[src/rtl/cpu_pkg.sv]
// Shared CPU front-end definitions: opcodes, decoder state encoding and instruction fields.
// DECODE_HALT_EN adds the HALT state used by the HLT opcode.
package cpu_pkg;

    localparam int unsigned ADDR_W  = 16;
    localparam int unsigned WORD_W  = 16;
    localparam int unsigned OPC_W   = 4;
    localparam int unsigned REG_W   = 3;
    localparam int unsigned STATE_W = 3;

    // Instruction word field positions
    localparam int unsigned OPC_MSB = 15;
    localparam int unsigned OPC_LSB = 12;
    localparam int unsigned OP1_MSB = 11;
    localparam int unsigned OP1_LSB = 9;
    localparam int unsigned OP2_MSB = 8;
    localparam int unsigned OP2_LSB = 6;

    localparam logic [OPC_W-1:0] OP_MOV = 4'b1011;
    localparam logic [OPC_W-1:0] OP_MVI = 4'b1100;
    localparam logic [OPC_W-1:0] OP_LDA = 4'b1101;
    localparam logic [OPC_W-1:0] OP_HLT = 4'b1111;

    localparam logic [STATE_W-1:0] S_FETCH     = 3'd0;
    localparam logic [STATE_W-1:0] S_WAIT      = 3'd1;
    localparam logic [STATE_W-1:0] S_IMM_FETCH = 3'd2;
    localparam logic [STATE_W-1:0] S_IMM_WAIT  = 3'd3;
    localparam logic [STATE_W-1:0] S_ISSUE     = 3'd4;
`ifdef DECODE_HALT_EN
    localparam logic [STATE_W-1:0] S_HALT      = 3'd5;
`endif

    // Decoded instruction handed to the addressing-mode stage
    typedef struct packed {
        logic [OPC_W-1:0]  opcode;
        logic [WORD_W-1:0] op1;
        logic [WORD_W-1:0] op2;
        logic [REG_W-1:0]  rf;
    } dec_t;

    function automatic logic is_two_word(input logic [OPC_W-1:0] opcode);
        return (opcode == OP_MVI) || (opcode == OP_LDA);
    endfunction

endpackage

[src/rtl/instr_decode.sv]
// Instruction fetch/decode front-end: fetches one- or two-word instructions and offers them downstream.
// DECODE_HALT_EN: opcode HLT issues once, then the decoder parks in HALT until redirect or reset.
module instr_decode
    import cpu_pkg::*;
#(
    parameter logic [ADDR_W-1:0] RESET_PC = 16'h0000
) (
    input  logic              clk,
    input  logic              rst,
    output logic              imem_rd,
    output logic [ADDR_W-1:0] imem_addr,
    input  logic [WORD_W-1:0] imem_data,
    input  logic              redirect,
    input  logic [ADDR_W-1:0] redirect_pc,
    output logic              dec_valid,
    input  logic              dec_ready,
    output logic [OPC_W-1:0]  dec_opcode,
    output logic [WORD_W-1:0] dec_op1_regaddr,
    output logic [WORD_W-1:0] dec_op2_regaddr,
    output logic [REG_W-1:0]  rf_rd_addr,
    output logic [ADDR_W-1:0] pc
);

    logic [STATE_W-1:0] state_q, state_d;
    logic [ADDR_W-1:0]  pc_q, pc_d;
    dec_t               dec_q, dec_d;

    always_ff @(posedge clk or posedge rst) begin
        if (rst) begin
            state_q <= S_FETCH;
            pc_q    <= RESET_PC;
            dec_q   <= '0;
        end else begin
            state_q <= state_d;
            pc_q    <= pc_d;
            dec_q   <= dec_d;
        end
    end

    // Redirect overrides everything; a coincident handshake has already completed on this edge.
    always_comb begin
        state_d = state_q;
        pc_d    = pc_q;
        dec_d   = dec_q;
        if (redirect) begin
            state_d = S_FETCH;
            pc_d    = redirect_pc;
        end else begin
            case (state_q)
                S_FETCH: state_d = S_WAIT;
                S_WAIT: begin
                    dec_d.opcode = imem_data[OPC_MSB:OPC_LSB];
                    dec_d.op1    = WORD_W'(imem_data[OP1_MSB:OP1_LSB]);
                    dec_d.op2    = WORD_W'(imem_data[OP2_MSB:OP2_LSB]);
                    dec_d.rf     = imem_data[OP2_MSB:OP2_LSB];
                    pc_d         = pc_q + ADDR_W'(1);
                    state_d      = is_two_word(imem_data[OPC_MSB:OPC_LSB]) ? S_IMM_FETCH : S_ISSUE;
                end
                S_IMM_FETCH: state_d = S_IMM_WAIT;
                S_IMM_WAIT: begin
                    dec_d.op2 = imem_data;
                    pc_d      = pc_q + ADDR_W'(1);
                    state_d   = S_ISSUE;
                end
                S_ISSUE: begin
                    if (dec_ready) begin
`ifdef DECODE_HALT_EN
                        state_d = (dec_q.opcode == OP_HLT) ? S_HALT : S_FETCH;
`else
                        state_d = S_FETCH;
`endif
                    end
                end
`ifdef DECODE_HALT_EN
                S_HALT: state_d = S_HALT;
`endif
                default: state_d = S_FETCH;
            endcase
        end
    end

    // Strobe is a decode of the state register, held off while reset forces FETCH
    assign imem_rd         = !rst && ((state_q == S_FETCH) || (state_q == S_IMM_FETCH));
    assign imem_addr       = pc_q;
    assign pc              = pc_q;
    assign dec_valid       = (state_q == S_ISSUE);
    assign dec_opcode      = dec_q.opcode;
    assign dec_op1_regaddr = dec_q.op1;
    assign dec_op2_regaddr = dec_q.op2;
    assign rf_rd_addr      = dec_q.rf;

endmodule

[config.mk]
export PLATFORM = sky130hd
export DESIGN_NAME = instr_decode
export DESIGN_NICKNAME = d
export VERILOG_FILES = /design/src/rtl/cpu_pkg.sv /design/src/rtl/instr_decode.sv
export SDC_FILE = /design/constraint.sdc
export NUM_CORES = 1
export LEC_CHECK = 0
export ABC_AREA = 1
export BUFFER_PORTS_ARGS = -buffer_cell sky130_fd_sc_hd__buf_2
export CORE_ASPECT_RATIO = 0.8
export CORE_MARGIN = 4
export CORE_UTILIZATION = 48
export DETAILED_ROUTE_END_ITERATION = 6
export PLACE_DENSITY = 0.81
export SYNTH_ARGS = -nofsm -noshare
export SYNTH_HDL_FRONTEND = slang
export SYNTH_SLANG_ARGS = --single-unit
[constraint.sdc]
create_clock -name clk -period 1.83 [get_ports clk]
set_clock_uncertainty 0.2 [all_clocks]
set_input_delay 0.2745 -clock clk [delete_from_list [all_inputs] [get_ports clk]]
set_output_delay 0.2745 -clock clk [all_outputs]
set_load 0.1 [all_outputs]
==> results.sh, run 1 <==
export IMPL_path_buf_inv=2
export IMPL_ir_worst_vdd_uv=828
export IMPL_post_dp_hpwl_um=4600
export IMPL_required_ns=1.36
export IMPL_synthArstFlopShare_pct=100
export IMPL_worstMarginPinSlew_ns=0.516
export IMPL_dieArea_um2=6490
export IMPL_drv_cap=0
export IMPL_num_vias=2278
export IMPL_core_area_um2=5040
export IMPL_path_class="reg2out"
export IMPL_synthFlopType="dfrtp_1"
export IMPL_power_density_nw_per_um2=1360
export IMPL_yosys_warnings=0
export IMPL_die_y_um=72.9
export IMPL_hold_viol_final=0
export IMPL_gp_congestion=0.818
export IMPL_seq_area_um2=1150
export IMPL_grt_max_degree=34
export IMPL_routed_wirelength_um=6160
export IMPL_diodes=0
export IMPL_root_buffer="clkbuf_8"
export IMPL_hold_ws_ns=0.00621
export IMPL_slew_violations=0
export IMPL_tns_ns=0
export IMPL_finalSetupViolCount=0
export IMPL_cts_buffers=5
export IMPL_clock_path_buffers=2
export IMPL_portBuffers=95
export IMPL_synth_edf_count=0
export IMPL_ys_seq_area_share_pct=44.6
export IMPL_die_w_um=89.1
export IMPL_min_path_type="in2reg"
export IMPL_fmax_mhz=552
export IMPL_rsz0062_at_grt="true"
export IMPL_crit_chain="buf_6 -> nor3_4 -> buf_12"
export IMPL_crit_path_top_delay_cell="dfrtp_1"
export IMPL_overflow=0
export IMPL_ys_ff_latch=45
export IMPL_routed_via_density=4.91
export IMPL_clk_latency_ns=0.29
export IMPL_final_cells=464
export IMPL_outcome="complete, no violations"
export IMPL_ctsHtreeMaxLevel=2
export IMPL_final_antenna_net_count=0
export IMPL_synthCells=313
export IMPL_avgSynthCellArea_um2=8.06
export IMPL_wl_per_cell_um=13.3
export IMPL_finalCriticalPeriod_ns=1.81
export IMPL_critPathMaxFanout=5
export IMPL_slew_headroom_pct=65.3
export IMPL_period_share_pct=98.9
export IMPL_synth_area_um2=2520
export IMPL_numClockSinks=45
export IMPL_gr_usage_all_layers_pct=19.6
export IMPL_grt_pass1_vias=2122
export IMPL_path_delay_family="flip-flops"
export IMPL_start_util_pct=50.1
export IMPL_final_net_count=438
export IMPL_layout_drive_gt1_share_pct=37.6
export IMPL_antenna_found_initial=0
export IMPL_ys_types=32
export IMPL_worst_setup_path_start_kind="register"
export IMPL_slowest_delay_ns=0.42
export IMPL_leakagePower_uw=0.00172
export IMPL_area_delta_synth_final_pct=25.4
export IMPL_route_detailed_drc=0
export IMPL_multiInputGateArea_um2=1030
export IMPL_ioPinCount=109
export IMPL_end_kind="primary output"
export IMPL_clk_pin_slew_ns=0.09
export IMPL_placedCellCount=450
export IMPL_n_fill_cell=433
export IMPL_rows=23
export IMPL_drt_iter0_markers=161
export IMPL_grt_pass1_wl_um=10000
export IMPL_tritoncts="built"
export IMPL_p_total_uw=4310
export IMPL_cp_arrival_ns=1.34
export IMPL_first_pass_iters=4
## logic make-up (layout without fill, tap and decap cells)
logic type / count (synthesis) / count (layout) / share of synthesized area, %
flip-flops: 45 / 45 / 44.6
AND/OR/NAND/NOR: 135 / 135 / 23.2
AO/OA/AOI/OAI: 49 / 49 / 12.1
adder cells (fa/ha/maj): 1 / 1 / 0.496
buffers and inverters: 77 / 154 / 17.7
other: 1 / 13 / 0.149
XOR/XNOR: 5 / 5 / 1.74
## final cells by class
class                      instances  share of cell area [%]
clock buffer                       7                    2.73
clock inverter                     1                   0.949
inverter                          39                    5.10
multi-input combinational        203                    32.5
sequential                        45                    36.4
tap                               62                    2.45
timing repair buffer             107                    19.9
## synthesized netlist by cell type, types with 2 or more instances
cell	n	area (µm²)
o211ai_1	3	22.5
o21ai_2	10	87.6
inv_1	35	131
nor2_2	3	18.8
inv_6	2	17.5
o21ai_1	2	10.0
a21oi_1	7	35.0
dfrtp_1	45	1130
nand4_1	2	12.5
nand2_1	85	319
nand3_1	16	80.1
nor3_1	3	15.0
xor2_1	4	35.0
buf_4	30	225
nand2_4	3	33.8
o21ai_0	21	105
clkbuf_1	3	11.3
buf_6	4	45.0
nor2_1	21	78.8
a22o_1	2	17.5
## per-layer routing
layer	GRT usage, %	vias up	wire (µm)
met2	30.8	94	2900
met1	28.3	1062	2710
met5	0	-	0
li1	-	1118	-
met4	4.13	0	38
met3	3.95	4	507
## flip-flops by register name, indices dropped and copies added, names as in the netlist
register and cells:
dec_opcode 4, rf_rd_addr 3, dec_op1_regaddr 3, imem_addr 16, dec_op2_regaddr 16, state_q 3
## cells in the final DEF (no fill, tap or decap), drive strengths merged, types with 2 or more instances in the layout
cell type	netlist	layout
buf	35	102
nand2	89	89
dfrtp	45	45
inv	38	38
o21ai	33	33
nor2	24	24
nand3	16	16
conb	1	13
a21oi	7	7
clkbuf	3	7
xor2	4	4
dlygate4sd3	0	4
o211ai	3	3
nor3	3	3
a22o	2	2
nand4	2	2
## worst reg2reg max path, delay by kind of cell, from the launching register on
kind                       cells  cell delay (ns)
AOI/OAI and AO/OA              2             0.18
DFF                            1             0.47
and+or+nand+nor                5             0.58
adders and majority gates      1             0.14
## final timing paths
kind | slack [ns] | cells past startpoint | end | startpoint
worst max-delay path | 0.02 | 3 | dec_valid | state_q[0]$_DFFE_PP0P_
worst min-delay path | 0.006 | 3 | dec_op2_regaddr[0]$_DFFE_PP0P_ | imem_data[0]
worst max register to register | 0.15 | 8 | imem_addr[12]$_DFFE_PP0P_ | imem_addr[0]$_DFFE_PP0P_
worst min register to register | 0.28 | 2 | dec_op2_regaddr[3]$_DFFE_PP0P_ | dec_op2_regaddr[3]$_DFFE_PP0P_
max in group asynchronous | 0.44 | 4 | imem_addr[11]$_DFFE_PP0P_ | rst
min in group asynchronous | 0.50 | 3 | imem_addr[0]$_DFFE_PP0P_ | rst
## timing repair
item	in CTS	in global routing
hold endpoints to repair	15	12
setup buffers	1	1
pin swaps	1	2
setup endpoints to repair	1	2
cloned	0	0
hold buffers	4	1
resized for setup	1	2
## where the power goes
group | internal (µW) | switching, µW
Clock | 445 | 330
Sequential | 1150 | 131
Combinational | 340 | 1910
Total | 1940 | 2380
## stage by stage
step                      area [µm²]  setup WS [ns]  utilization (%)
after global routing            3170        -0.0496             62.9
after CTS                       3150       0.000844             62.5
final                           3170         0.0194             62.9
after detailed placement        2980          0.207             59.2
after global placement          2980          0.258             59.2
after floorplan                 2630        -0.0521                -
No activity file was read; power rests on OpenSTA's default activity.
==> run 2, diff against run 1 <==
Settings changed: CORE_MARGIN 4 to 2, GPL_ROUTABILITY_DRIVEN from default to 0.
==> results.sh, run 2 (synthesis results as in run 1) <==
export IMPL_cp_arrival_ns=1.30
export IMPL_tritoncts="built"
export IMPL_grt_max_degree=28
export IMPL_outcome="complete, no violations"
export IMPL_area_delta_synth_final_pct=23.7
export IMPL_power_density_nw_per_um2=1360
export IMPL_clk_latency_ns=0.29
export IMPL_cts_buffers=5
export IMPL_finalCriticalPeriod_ns=1.78
export IMPL_gr_usage_all_layers_pct=20.5
export IMPL_tns_ns=0
export IMPL_core_area_um2=5040
export IMPL_n_fill_cell=446
export IMPL_path_class="in2out"
export IMPL_required_ns=1.36
export IMPL_diodes=0
export IMPL_wl_per_cell_um=12.6
export IMPL_cts_setup_buffers=0
export IMPL_die_w_um=85.1
export IMPL_die_y_um=68.9
export IMPL_pre_cts_ws_ns=0.0971
export IMPL_first_pass_iters=4
export IMPL_hold_viol_final=0
export IMPL_fmax_mhz=563
export IMPL_final_core_util_pct=62.0
export IMPL_drv_cap=0
export IMPL_final_antenna_net_count=0
export IMPL_clk_pin_slew_ns=0.08
export IMPL_setup_ws_ns=0.0528
export IMPL_end_kind="primary output"
export IMPL_root_buffer="clkbuf_8"
export IMPL_num_vias=2207
export IMPL_numClockSinks=45
export IMPL_worst_setup_path_start_kind="input pin"
export IMPL_layout_drive_gt1_share_pct=37.4
export IMPL_most_common_layout_cells="93 x buf_2, 85 x nand2_1, 33 x inv_1, 28 x dfrtp_1"
export IMPL_leakagePower_uw=0.00168
export IMPL_ir_worst_vdd_uv=823
export IMPL_grt_pass1_vias=2005
export IMPL_rows=23
export IMPL_slew_violations=0
export IMPL_rsz0062_at_grt="false"
export IMPL_hold_ws_ns=0.0106
export IMPL_grt_pass1_wl_um=9340
export IMPL_final_net_count=435
export IMPL_routed_wirelength_um=5800
export IMPL_ioPinCount=109
export IMPL_period_share_pct=97.1
export IMPL_overflow=0
export IMPL_drt_iter0_markers=132
export IMPL_dieArea_um2=5860
export IMPL_layout_commonest_cell="buf_2"
export IMPL_min_path_type="in2reg"
export IMPL_finalSetupViolCount=0
export IMPL_critPathMaxFanout=2
export IMPL_ctsHtreeMaxLevel=2
export IMPL_route_detailed_drc=0
export IMPL_post_dp_hpwl_um=4330
export IMPL_clock_path_buffers=2
export IMPL_routed_via_density=4.80
export IMPL_start_util_pct=50.1
export IMPL_portBuffers=95
export IMPL_antenna_found_initial=0
run 2: routing by layer:
layer  vias to the layer above  GRT usage, %  share of wire, %
li1                       1116             -                 -
met1                      1000          28.7                47
met2                        82          32.3                45
met3                         9          4.29               6.5
met4                         0          6.55               1.3
met5                         -             0                 0
run 2: per-stage QoR:
| step | area, µm² | std cells | power, µW |
|---|---|---|---|
| CTS | 3120 | 460 | 4270 |
| global placement | 2970 | 448 | 3510 |
| detailed placement | 2970 | 448 | 3530 |
| floorplan | 2630 | 325 | 3280 |
| global route | 3120 | 460 | 4420 |
| finish | 3120 | 460 | 4250 |
run 2: cell type report:
type                       instances  area (µm²)  share of cell area (%)
clock inverter                     2        35.0                    1.12
tap                               62        77.6                    2.48
sequential                        45        1150                    36.9
multi-input combinational        203        1030                    33.0
inverter                          39         161                    5.17
timing repair buffer             104         598                    19.2
clock buffer                       5        68.8                    2.20
run 2: repair_timing:
item / in CTS / in global routing
hold endpoints to repair: 22 / 0
resized for setup: 0 / 2
hold buffers: 5 / 0
setup endpoints to repair: 0 / 13
run 2: critical path: stages:
cell           delay, ns
dlygate4sd3_1       0.52
buf_2               0.15
nor3_4              0.15
buf_12              0.20
run 2: report_power, final:
| group | leakage, µW | internal (µW) | switching [µW] |
|---|---|---|---|
| Combinational | 0.00107 | 327 | 1900 |
| Sequential | 0.000555 | 1150 | 138 |
| Clock | 0.0000540 | 397 | 336 |
| Total | 0.00168 | 1880 | 2370 |
run 2: final timing paths:
| kind | slack, ns | to | from | cells after the start |
|---|---|---|---|---|
| setup reg to reg | 0.14 | imem_addr[10]$_DFFE_PP0P_ | imem_addr[0]$_DFFE_PP0P_ | 8 |
| min in group asynchronous | 0.35 | imem_addr[1]$_DFFE_PP0P_ | rst | 3 |
| max in group asynchronous | 0.58 | imem_addr[12]$_DFFE_PP0P_ | rst | 4 |
| hold / removal | 0.01 | dec_op2_regaddr[5]$_DFFE_PP0P_ | imem_data[5] | 3 |
| setup / recovery | 0.05 | imem_rd | rst | 4 |
| hold reg to reg | 0.29 | dec_op2_regaddr[4]$_DFFE_PP0P_ | dec_op2_regaddr[4]$_DFFE_PP0P_ | 2 |
==> run 3, diff against run 2 <==
Settings changed: CORE_UTILIZATION 48 to 40, PLACE_DENSITY 0.81 to 0.69, REMOVE_ABC_BUFFERS from default to 1.
==> results.sh, run 3 (synthesis results as in run 1) <==
export IMPL_pre_cts_ws_ns=0.135
export IMPL_required_ns=1.36
export IMPL_diodes=0
export IMPL_cp_arrival_ns=1.30
export IMPL_final_antenna_net_count=0
export IMPL_outcome="complete, no violations"
export IMPL_cts_buffers=5
export IMPL_finalSetupViolCount=0
export IMPL_grt_max_degree=22
export IMPL_final_cells=484
export IMPL_die_y_um=75.0
export IMPL_post_dp_hpwl_um=4670
export IMPL_overflow=0
export IMPL_dieArea_um2=6960
export IMPL_numClockSinks=45
export IMPL_clock_path_buffers=2
export IMPL_pwr_share_comb_pct=54.0
export IMPL_final_net_count=439
export IMPL_n_fill_cell=582
export IMPL_fmax_mhz=565
export IMPL_grt_pass1_vias=2078
export IMPL_grt_pass1_wl_um=9750
export IMPL_routed_wirelength_um=6150
export IMPL_finalCriticalPeriod_ns=1.77
export IMPL_wl_per_cell_um=12.7
export IMPL_swShare_pct=58.0
export IMPL_num_vias=2234
export IMPL_end_kind="primary output"
export IMPL_die_w_um=92.8
export IMPL_power_density_nw_per_um2=1330
export IMPL_final_core_util_pct=51.9
export IMPL_start_util_pct=42.0
export IMPL_setup_ws_ns=0.0593
export IMPL_ir_worst_vdd_uv=642
export IMPL_portBuffers=95
export IMPL_critPathMaxFanout=2
export IMPL_period_share_pct=96.8
export IMPL_area_delta_synth_final_pct=23.5
export IMPL_reg2reg_depth=8
export IMPL_clkPwrFrac_pct=15.2
export IMPL_hold_viol_final=0
export IMPL_drv_cap=0
export IMPL_multiInputGateArea_um2=1020
export IMPL_root_buffer="clkbuf_8"
export IMPL_worst_setup_path_start_kind="input pin"
export IMPL_clk_pin_slew_ns=0.08
export IMPL_antenna_found_initial=0
export IMPL_leakagePower_uw=0.00170
export IMPL_ioPinCount=109
export IMPL_drt_iter0_markers=111
export IMPL_gr_usage_all_layers_pct=17.8
export IMPL_placedCellCount=470
export IMPL_layout_commonest_cell="buf_2"
export IMPL_rsz0062_at_grt="false"
export IMPL_core_area_um2=6010
export IMPL_layout_drive_gt1_share_pct=34.0
export IMPL_rows=25
export IMPL_path_class="in2out"
export IMPL_slew_violations=0
export IMPL_worstHoldPathCells=3
export IMPL_route_detailed_drc=0
export IMPL_routed_via_density=4.62
export IMPL_seq_area_um2=1130
export IMPL_ctsHtreeMaxLevel=2
export IMPL_most_common_layout_cells="93 x buf_2, 85 x nand2_1, 43 x dfrtp_1, 33 x inv_1"
export IMPL_intPower_uw=1740
export IMPL_p_switching_uw=2400
export IMPL_min_path_type="in2reg"
export IMPL_first_pass_iters=4
export IMPL_seqPwrFrac_pct=30.8
export IMPL_clk_latency_ns=0.30
export IMPL_tritoncts="built"
run 3: changes by cell type in the layout (fill, tap and decap cells not counted):
cell and delta:
dfrtp_1 +15, buf_4 +4, dlygate4sd3_1 +1, clkinvlp_4 +1, bufinv_16 -1, buf_12 -1, ha_4 -1, dfrtp_2 -13
ha_1 +1, dfrtp_4 -2, inv_6 +1
run 3: what timing repair did:
action	4_1_cts	5_1_grt
gates resized for setup	2	5
pin swaps	0	0
setup buffers	0	0
hold endpoints to repair	23	0
endpoints found under the setup margin	2	4
hold buffers	6	0
run 3: area by class of cell:
cell class              count  area share, %
inverters                  39           5.18
flip-flops and latches     45           36.2
clock inverters             3          0.682
well taps                  81           3.25
repair buffers            108           19.8
multi-input cells         203           32.6
clock buffers               5           2.21
run 3: metal layers:
metal  vias up  GRT usage [%]  wire [µm]
met1      1025           24.3       2850
met5         -              0          0
met2        81           29.4       2870
met3         5           3.70        369
met4         0           4.25         56
li1       1123              -          -
run 3: path summary, 6_finish.rpt:
| check | startpoint | to | slack [ns] |
|---|---|---|---|
| max | rst | imem_rd | 0.06 |
| min | redirect_pc[11] | imem_addr[11]$_DFFE_PP0P_ | 0.0008 |
| max reg2reg | imem_addr[1]$_DFFE_PP0P_ | imem_addr[10]$_DFFE_PP0P_ | 0.15 |
| min reg2reg | dec_op2_regaddr[10]$_DFFE_PP0P_ | dec_op2_regaddr[10]$_DFFE_PP0P_ | 0.29 |
| max in group asynchronous | rst | imem_addr[1]$_DFFE_PP0P_ | 0.51 |
| min in group asynchronous | rst | imem_addr[5]$_DFFE_PP0P_ | 0.35 |
run 3: power groups by stage:
| stage | sequential [µW] | combinational, µW | clock [µW] |
|---|---|---|---|
| after floorplan | 2660 | 472 | 0 |
| after global placement | 1280 | 2210 | 0 |
| after detailed placement | 1280 | 2230 | 0 |
| after CTS | 1270 | 2240 | 647 |
| after global routing | 1290 | 2330 | 689 |
| final | 1270 | 2240 | 629 |
run 3: worst max-delay path, cell delays in order:
cell           delay, ns
dlygate4sd3_1       0.53
buf_2               0.15
nor3_4              0.15
buf_12              0.20
run 3: stage by stage:
step	total power (µW)	cell area, µm²	hold slack [ns]	TNS [ns]
after floorplan	3130	2280	0.138	-23.98
after global placement	3500	2940	0.123	0
after detailed placement	3510	2940	0.126	0
after CTS	4150	3100	0.000226	0
after global routing	4310	3120	0.00230	0
final	4140	3120	0.000754	0
